**config.mk**
```make
export PLATFORM = sky130hd
export DESIGN_NAME = bin_to_rns_987_seq
export DESIGN_NICKNAME = d
export VERILOG_FILES = /design/src/rtl/rns_987_pkg.sv /design/src/rtl/rns_mod_step.sv /design/src/rtl/bin_to_rns_987_seq.sv
export SDC_FILE = /design/constraint.sdc
export NUM_CORES = 1
export LEC_CHECK = 0
export BUFFER_PORTS_ARGS = -buffer_cell sky130_fd_sc_hd__buf_2
export CAP_MARGIN = 5
export CELL_PAD_IN_SITES_DETAIL_PLACEMENT = 0
export CELL_PAD_IN_SITES_GLOBAL_PLACEMENT = 2
export CORE_MARGIN = 2
export CORE_UTILIZATION = 31
export CTS_BUF_LIST = sky130_fd_sc_hd__clkbuf_8
export CTS_CLUSTER_SIZE = 40
export DETAILED_ROUTE_END_ITERATION = 10
export GPL_TIMING_DRIVEN = 0
export PLACE_DENSITY = 0.77
export SLEW_MARGIN = 20
export SYNTH_ARGS = -nofsm -noshare
export SYNTH_HDL_FRONTEND = slang
export SYNTH_HIERARCHICAL = 1
export SYNTH_SLANG_ARGS = --single-unit
```
**constraint.sdc**
```tcl
create_clock -name clk_in -period 1.4 [get_ports clk_in]
set_input_delay 0.42 -clock clk_in [delete_from_list [all_inputs] [get_ports clk_in]]
set_output_delay 0.42 -clock clk_in [all_outputs]
set_load 0.05 [all_outputs]
```
**src/rtl/rns_987_pkg.sv**
```systemverilog
// Shared constants and FSM encoding for the {9,8,7} residue number system.
// Used by the binary-to-RNS converter and its mod-step datapath.
package rns_987_pkg;

    localparam int M1    = 9;
    localparam int M2    = 8;
    localparam int M3    = 7;
    localparam int RANGE = 504;

    localparam int W1 = 4;
    localparam int W2 = 3;
    localparam int W3 = 3;

    typedef enum logic [1:0] {
        IDLE = 2'd0,
        CONV = 2'd1,
        HOLD = 2'd2
    } state_e;

endpackage

```
**src/rtl/rns_mod_step.sv**
```systemverilog
// One MSB-first Horner step: r_o = (2*r_i + b_i) mod M.
// Inputs are assumed reduced (r_i < M), so one conditional subtract suffices.
module rns_mod_step #(
    parameter int M = 9,
    parameter int W = 4
) (
    input  logic [W-1:0] r_i,
    input  logic         b_i,
    output logic [W-1:0] r_o
);

    logic [W:0] t;

    assign t   = {r_i, b_i};
    assign r_o = (t >= (W+1)'(M)) ? W'(t - (W+1)'(M)) : W'(t);

endmodule

```
**src/rtl/bin_to_rns_987_seq.sv**
```systemverilog
// Bit-serial binary to {9,8,7} residue converter, one bit per clock.
// Optional x >= 504 flag enabled by BIN_TO_RNS_RANGE_CHECK_EN.
module bin_to_rns_987_seq
    import rns_987_pkg::*;
#(
    parameter int IN_WIDTH = 9
) (
    input  logic                clk_in,
    input  logic                rst_n_in,
    input  logic [IN_WIDTH-1:0] x_in,
    input  logic                valid_in,
    output logic                ready_out,
    output logic [W1-1:0]       a1_out,
    output logic [W2-1:0]       a2_out,
    output logic [W3-1:0]       a3_out,
    output logic                valid_out,
    input  logic                ready_in
`ifdef BIN_TO_RNS_RANGE_CHECK_EN
    ,
    output logic                range_err_out
`endif
);

    localparam int CW = $clog2(IN_WIDTH);

    state_e              state_q, state_d;
    logic [IN_WIDTH-1:0] sh_q;
    logic [CW-1:0]       cnt_q;
    logic [W1-1:0]       r9_q, r9_d;
    logic [W2-1:0]       r8_q;
    logic [W3-1:0]       r7_q, r7_d;
    logic                b;
    logic                last;
    logic                accept;

    assign b      = sh_q[IN_WIDTH-1];
    assign last   = (cnt_q == CW'(IN_WIDTH - 1));
    assign accept = valid_in && ready_out;

    rns_mod_step #(.M(M1), .W(W1)) u_step9 (
        .r_i (r9_q),
        .b_i (b),
        .r_o (r9_d)
    );

    rns_mod_step #(.M(M3), .W(W3)) u_step7 (
        .r_i (r7_q),
        .b_i (b),
        .r_o (r7_d)
    );

    always_ff @(posedge clk_in or negedge rst_n_in) begin
        if (!rst_n_in) begin
            state_q <= IDLE;
        end else begin
            state_q <= state_d;
        end
    end

    always_comb begin
        state_d = state_q;
        unique case (state_q)
            IDLE:    if (valid_in) state_d = CONV;
            CONV:    if (last)     state_d = HOLD;
            HOLD:    if (ready_in) state_d = IDLE;
            default: state_d = IDLE;
        endcase
    end

    always_comb begin
        ready_out = (state_q == IDLE);
        valid_out = (state_q == HOLD);
    end

    // Working registers double as the output registers.
    always_ff @(posedge clk_in or negedge rst_n_in) begin
        if (!rst_n_in) begin
            sh_q  <= '0;
            cnt_q <= '0;
            r9_q  <= '0;
            r8_q  <= '0;
            r7_q  <= '0;
        end else if (accept) begin
            sh_q  <= x_in;
            cnt_q <= '0;
            r9_q  <= '0;
            r8_q  <= '0;
            r7_q  <= '0;
        end else if (state_q == CONV) begin
            sh_q  <= {sh_q[IN_WIDTH-2:0], 1'b0};
            cnt_q <= cnt_q + CW'(1);
            r9_q  <= r9_d;
            r8_q  <= {r8_q[W2-2:0], b};
            r7_q  <= r7_d;
        end
    end

`ifdef BIN_TO_RNS_RANGE_CHECK_EN
    logic err_q;

    always_ff @(posedge clk_in or negedge rst_n_in) begin
        if (!rst_n_in) begin
            err_q <= 1'b0;
        end else if (accept) begin
            err_q <= (32'(x_in) >= RANGE);
        end
    end

    assign range_err_out = err_q;
`endif

    assign a1_out = r9_q;
    assign a2_out = r8_q;
    assign a3_out = r7_q;

endmodule
```
; After elaboration in Yosys (flattened, before gate mapping)
; Cells that the tools add are included.
; Widths: inputs -> output; s select.
[word_totals]
regBits = 25
in_bits = 13
out_inout_bits = 12
elab_cells = 37
[classes]
add_sub_neg = 3
order_cmp = 2
n_eq_ne = 6
muxes = 16
n_reduce_logical = 4
[ops]
columns = operator, n
row1 = $mux 4, 5
row2 = $mux 9, 2
row3 = $mux 3, 5
row4 = $mux 2, 3
row5 = $pmux 2 s3, 1
row6 = $ge 5x4->1 const B, 1
row7 = $add 4x1->4 const B, 1
row8 = $eq 4x4->1 const B, 1
row9 = $ge 4x3->1 const B, 1
row10 = $ne 2x2->1 const B, 2
row11 = $sub 4x4->4 const B, 1
row12 = $reduce_and 3->1, 1
row13 = $sub 3x3->3 const B, 1
row14 = $eq 2x1->1 const B, 1
row15 = $eq 2x2->1 const B, 1
row16 = $logic_not 2->1, 1
row17 = $ne 2x1->1 const B, 1
row18 = $reduce_bool 2->1, 1
row19 = $logic_and 1x1->1, 1

; Logic depth before layout (Yosys ltp)
[logic_depth]
word_depth = 4
mapped_depth = 7
depth_no_buf = 7

; By module
; Netlist, hierarchy kept.
[by_module_without_submodules]
columns = module, n_inst, cells_each, area_per_inst_um2, seq_area_each_um2
row1 = bin_to_rns_987_seq, 1, 114, 1092.3, 625.6
row2 = rns_mod_step at u_step9, 1, 18, 120.1, 0.0
row3 = rns_mod_step at u_step7, 1, 6, 58.8, 0.0

; Worst setup path after synthesis
; No wires, ideal clock.
[synth_path]
path_kind = reg2reg
from = reg r9_q[0], in the netlist a1_out[0]
to = reg r9_q[1], in the netlist a1_out[1]
arrival_time_ns = 1.830
t_required_ns = 1.332
path_slack_ns = -0.498
stages_incl_launch_ff = 8
path_buffers = 0
synth_period_minus_slack_ns = 1.898
path_cell_list = dfrtp_1 -> inv_1 -> ha_1 -> o41a_1 -> nor2_2 -> mux2i_1 -> nand2_1 -> nand2_1
[synth_via]
elab_chain_len = 4
[synth_rtl]
columns = item, line
row1 = start: declaration, bin_to_rns_987_seq.sv:29  ; logic [W1-1:0] r9_q, r9_d;
row2 = start signal: assignment, bin_to_rns_987_seq.sv:92  ; r9_q <= r9_d;
row3 = $sub 4x4->4 or $ge 5x4->1 (tied branches), rns_mod_step.sv:15  ; assign r_o = (t >= (W+1)'(M)) ? W'(t - (W+1)'(M)) : W'(t);
row4 = $mux 4 (*), rns_mod_step.sv:15
row5 = named net r9_d[1], bin_to_rns_987_seq.sv:29
row6 = $mux 4 (*), bin_to_rns_987_seq.sv:89  ; end else if (state_q == CONV) begin
row7 = $mux 4 (*), bin_to_rns_987_seq.sv:83  ; end else if (accept) begin
; The timed path passes the listed nets; every way through them passes the cells marked *. The select of a mux whose other input is x is not followed.
; A chain may end at the register's enable or synchronous reset.

; Worst setup path in the final report
[layout_path]
from = reg sh_q[8]
to = reg r9_q[1], in the netlist a1_out[1]
[layout_via]
elab_chain_len = 4
[layout_rtl]
columns = item, line
row1 = start: declaration, bin_to_rns_987_seq.sv:27  ; logic [IN_WIDTH-1:0] sh_q;
row2 = start signal: assignment, bin_to_rns_987_seq.sv:84  ; sh_q <= x_in;
row3 = start signal: assignment, bin_to_rns_987_seq.sv:90  ; sh_q <= {sh_q[IN_WIDTH-2:0], 1'b0};
row4 = $sub 4x4->4 or $ge 5x4->1 (tied branches), rns_mod_step.sv:15
row5 = $mux 4 (*), rns_mod_step.sv:15
row6 = named net r9_d[1], bin_to_rns_987_seq.sv:29
row7 = $mux 4 (*), bin_to_rns_987_seq.sv:89
row8 = $mux 4 (*), bin_to_rns_987_seq.sv:83
; Marks and branches as above.

==> impl_metrics.csv <==
group,metric,value,unit
run_status,status,"finished, violations left",
run_status,violations,"setup timing",
worst_setup_path,slowest_stage,"o41a_1",
cells_and_area,fin_area,1780,µm²
power_and_ir_drop,p_leak,0.888,nW
worst_setup_path,crit_arrival,1.72,ns
floorplanning,die_w,68.0,µm
clocking,cts_tree,"done",
routing,wire_per_inst,12.7,µm
worst_setup_path,cp-end-kind,"flop",
power_and_ir_drop,switchingPower,1.90,mW
power_and_ir_drop,p_seq_frac,0.325,
logic_synthesis,synth_compound_area_frac,0.126,
clocking,clk_pin_slew,0.09,ns
logic_synthesis,synthCells,138,
grt,grt_max_degree,26,
sta,min_period,1.51,ns
sta,rsz0062_at_grt,"yes",
floorplanning,design.die.area,4630,µm²
grt,grt_antenna_before_repair,0,
floorplanning,std_cell_rows,23,
routing,drt_iter0_drc,41,
placement,port_buffers,24,
grt,grt_pass1_wl,4590,µm
logic_synthesis,yosysWarningCount,6,
logic_synthesis,synth_top_family_by_area,"simple AND/OR/NAND/NOR gates",
routing,vias,1105,
power_and_ir_drop,power,4.17,mW
logic_synthesis,synth_cell_types,28,
sta,finalWorstSetupSlack,-0.106,ns
logic_synthesis,synth_top_flop_cell,"dfrtp_1",
grt,use_met1,0.171,
logic_synthesis,synth_nets,156,
power_and_ir_drop,ir_worst_vdd,0.000663,V
placement,placed_cell_area,1480,µm²
grt,grtUsageTotal,0.134,
floorplanning,die_h,68.0,µm
logic_synthesis,synth_edf_count,0,
logic_synthesis,avgSynthCellArea,9.21,µm²
worst_setup_path,crit_family,"compound AO/OA/AOI/OAI gates",
worst_setup_path,cp_common_cell,"nand2_1",
floorplanning,initial_core_util,0.320,
floorplanning,pin_count,25,
worst_setup_path,critPathKind,"flop to flop",
sta,fin_skew,0.00729,ns
placement,place_hpwl,1930,µm
worst_setup_path,worstPathCellList,"buf_6 > o41a_1 > nor2_2 > mux2i_1 > nand2_1 > nand2_1",
worst_setup_path,crit_required,1.61,ns
logic_synthesis,yosys.area_share.simple,0.242,
sta,finalCritPeriodShare,1.08,
grt,grt_pass1_vias,1048,
power_and_ir_drop,netSwitchingFraction,0.456,
hold_path,holdCritPathClass,"input port to async pin",
logic_synthesis,synthAdderAreaFrac,0.0492,
worst_setup_path,startpoint_type,"flop",
logic_synthesis,synthTopCellsByArea,"dfrtp_1 49%, nand2_1 14%, ha_1 4.9%, nand3_1 4.7%, a22oi_1 4.7%",
worst_setup_path,crit_buf_inv,1,
logic_synthesis,synth_top_area_cell,"dfrtp_1",
sta,slew-limit-headroom,0.617,
logic_synthesis,post-synth-top-count-cell,"nand2_1",
routing,routed_wl,2940,µm
logic_synthesis,synth_top_area_share,0.492,
floorplanning,design.core.area,3970,µm²
logic_synthesis,synthXorXnorAreaFrac,0.00689,
routing,drc,0,
worst_setup_path,slowest_delay,0.45,ns
sta,finalSetupViolations,4,
power_and_ir_drop,p_int,2.26,mW
routing,viasPerCell,4.78,
clocking,htree_levels,1,
worst_setup_path,crit_fanout,3,
clocking,clk_latency,0.27,ns
grt,overflow,0,
sta,worstMarginPinSlew,0.575,ns
placement,place.gp.congestion,0.709,
cells_and_area,drive_gt1_frac,0.420,
logic_synthesis,ys_async_sr_fraction,1.00,
logic_synthesis,synth_seq_area_share,0.492,
sta,fmax,664,MHz
routing,ant_nets,0,
cells_and_area,diodes,0,
sta,hold_viol_final,0,
clocking,cts-buffers-inserted,3,
cells_and_area,fin_nets,200,
power_and_ir_drop,combPwrFrac,0.572,
job,drv_cap,0,
logic_synthesis,synth_commonest_cells,"46 x nand2_1, 25 x dfrtp_1, 12 x nand3_1, 8 x a22oi_1, 7 x o21ai_0",
sta,final-max-slew-violation-count,0,
grt,met3_usage,0.0247,
power_and_ir_drop,powerDensity,2340,nW/µm²
routing,firstDrtPassIters,4,
logic_synthesis,ys_ff_latch,25,
logic_synthesis,syn_area,1270,µm²
cells_and_area,area_growth,39.8,%
logic_synthesis,muxShareOfSynthArea,0.0354,
power_and_ir_drop,pwr-share-clk,0.103,
clocking,clkSinkCount,25,
grt,grtUsageMet2,0.220,
grt,busiest_layer,"met2",
clocking,root_buffer,"clkbuf_8",
clocking,cts_max_path_buffers,2,
-- stage by stage --
stage | worst slack, ns | hold WS (ns) | util | cells | TNS, ns
2_1_floorplan | -0.250 | 0.124 | - | 138 | -0.575
3_3_place_gp | -0.245 | 0.450 | 0.373 | 212 | -0.510
3_5_place_dp | -0.265 | 0.465 | 0.373 | 212 | -0.623
4_1_cts | -0.127 | 0.165 | 0.419 | 225 | -1.23
5_1_grt | -0.158 | 0.178 | 0.447 | 231 | -0.498
6_report | -0.106 | 0.130 | 0.447 | 231 | -0.265
-- state kept, by name, indices dropped and copies added (netlist names) --
name / cells
a1_out: 4
a2_out: 3
a3_out: 3
cnt_q: 4
sh_q: 9
state_q: 2
-- worst reg2reg max path: stages, from the launching register on --
cell and delay [ns]:
dfrtp_2 0.44, buf_6 0.13, o41a_1 0.45, nor2_2 0.11, mux2i_1 0.19, nand2_1 0.07
nand2_1 0.05
-- cells by family after synthesis --
family	count (synthesis)
AOI/OAI and AO/OA	23
xor gates and xnor gates	1
adders and majority gates	5
buffers and inverters	11
DFF	25
muxes	4
and+or+nand+nor	69
-- final cells by class --
cell class	instances	area, µm²
plain buffers	5	43.8
repair buffers	40	319
clock buffers	3	41.3
inverters	5	18.8
fillers	391	2190
multi-input cells	102	649
clock inverters	1	3.75
flip-flops and latches	25	638
well taps	50	62.6
-- worst paths after layout --
check / slack (ns) / depth (start not counted) / endpoint / start
hold / removal: 0.13 / 1 / sh_q[5] / rst_n_in
max in group asynchronous: 0.85 / 1 / a1_out[2] / rst_n_in
setup reg to reg: -0.11 / 6 / a1_out[1] / sh_q[8]
setup / recovery: -0.11 / 6 / a1_out[1] / sh_q[8]
hold reg to reg: 0.48 / 1 / cnt_q[3] / cnt_q[3]
min in group clk_in: 0.32 / 2 / state_q[1] / ready_in
-- metal layers --
metal,part of all wire,wire length (µm),vias to the layer above
li1,-,-,555
met4,0.019,55,0
met2,0.47,1370,22
met1,0.46,1360,523
met5,0,0,-
met3,0.051,150,5
-- what timing repair did --
item                                    in CTS  in global routing
setup buffers                                9                  6
pin swaps                                    2                  8
endpoints found under the setup margin      15                 25
gates cloned                                 0                  1
gates resized for setup                     27                 13
hold buffers                                 0                  0
-- power groups by stage --
stage	clock network (mW)	logic [mW]	registers, mW
4_1_cts	0.440	2.24	1.33
3_3_place_gp	0	1.87	1.35
6_report	0.429	2.38	1.35
5_1_grt	0.464	2.60	1.40
3_5_place_dp	0	1.91	1.36
2_1_floorplan	0	1.09	1.70
-- cells in the final DEF, fill, tap and decap left out, types with 2 or more instances in the layout --
cell type  count
a22oi_1        5
dfrtp_2       10
o21ai_1        3
a22oi_2        3
mux2i_1        3
inv_1          3
o31ai_1        2
dfrtp_1       15
buf_8          3
ha_2           2
nand3_1       12
nor2_2         2
ha_1           2
buf_2         17
o21ai_0        5
buf_6          4
nand2_1       45
nand2b_1       2
inv_2          3
clkbuf_8       3
buf_4         19
Power figures use the tool's default switching activity.
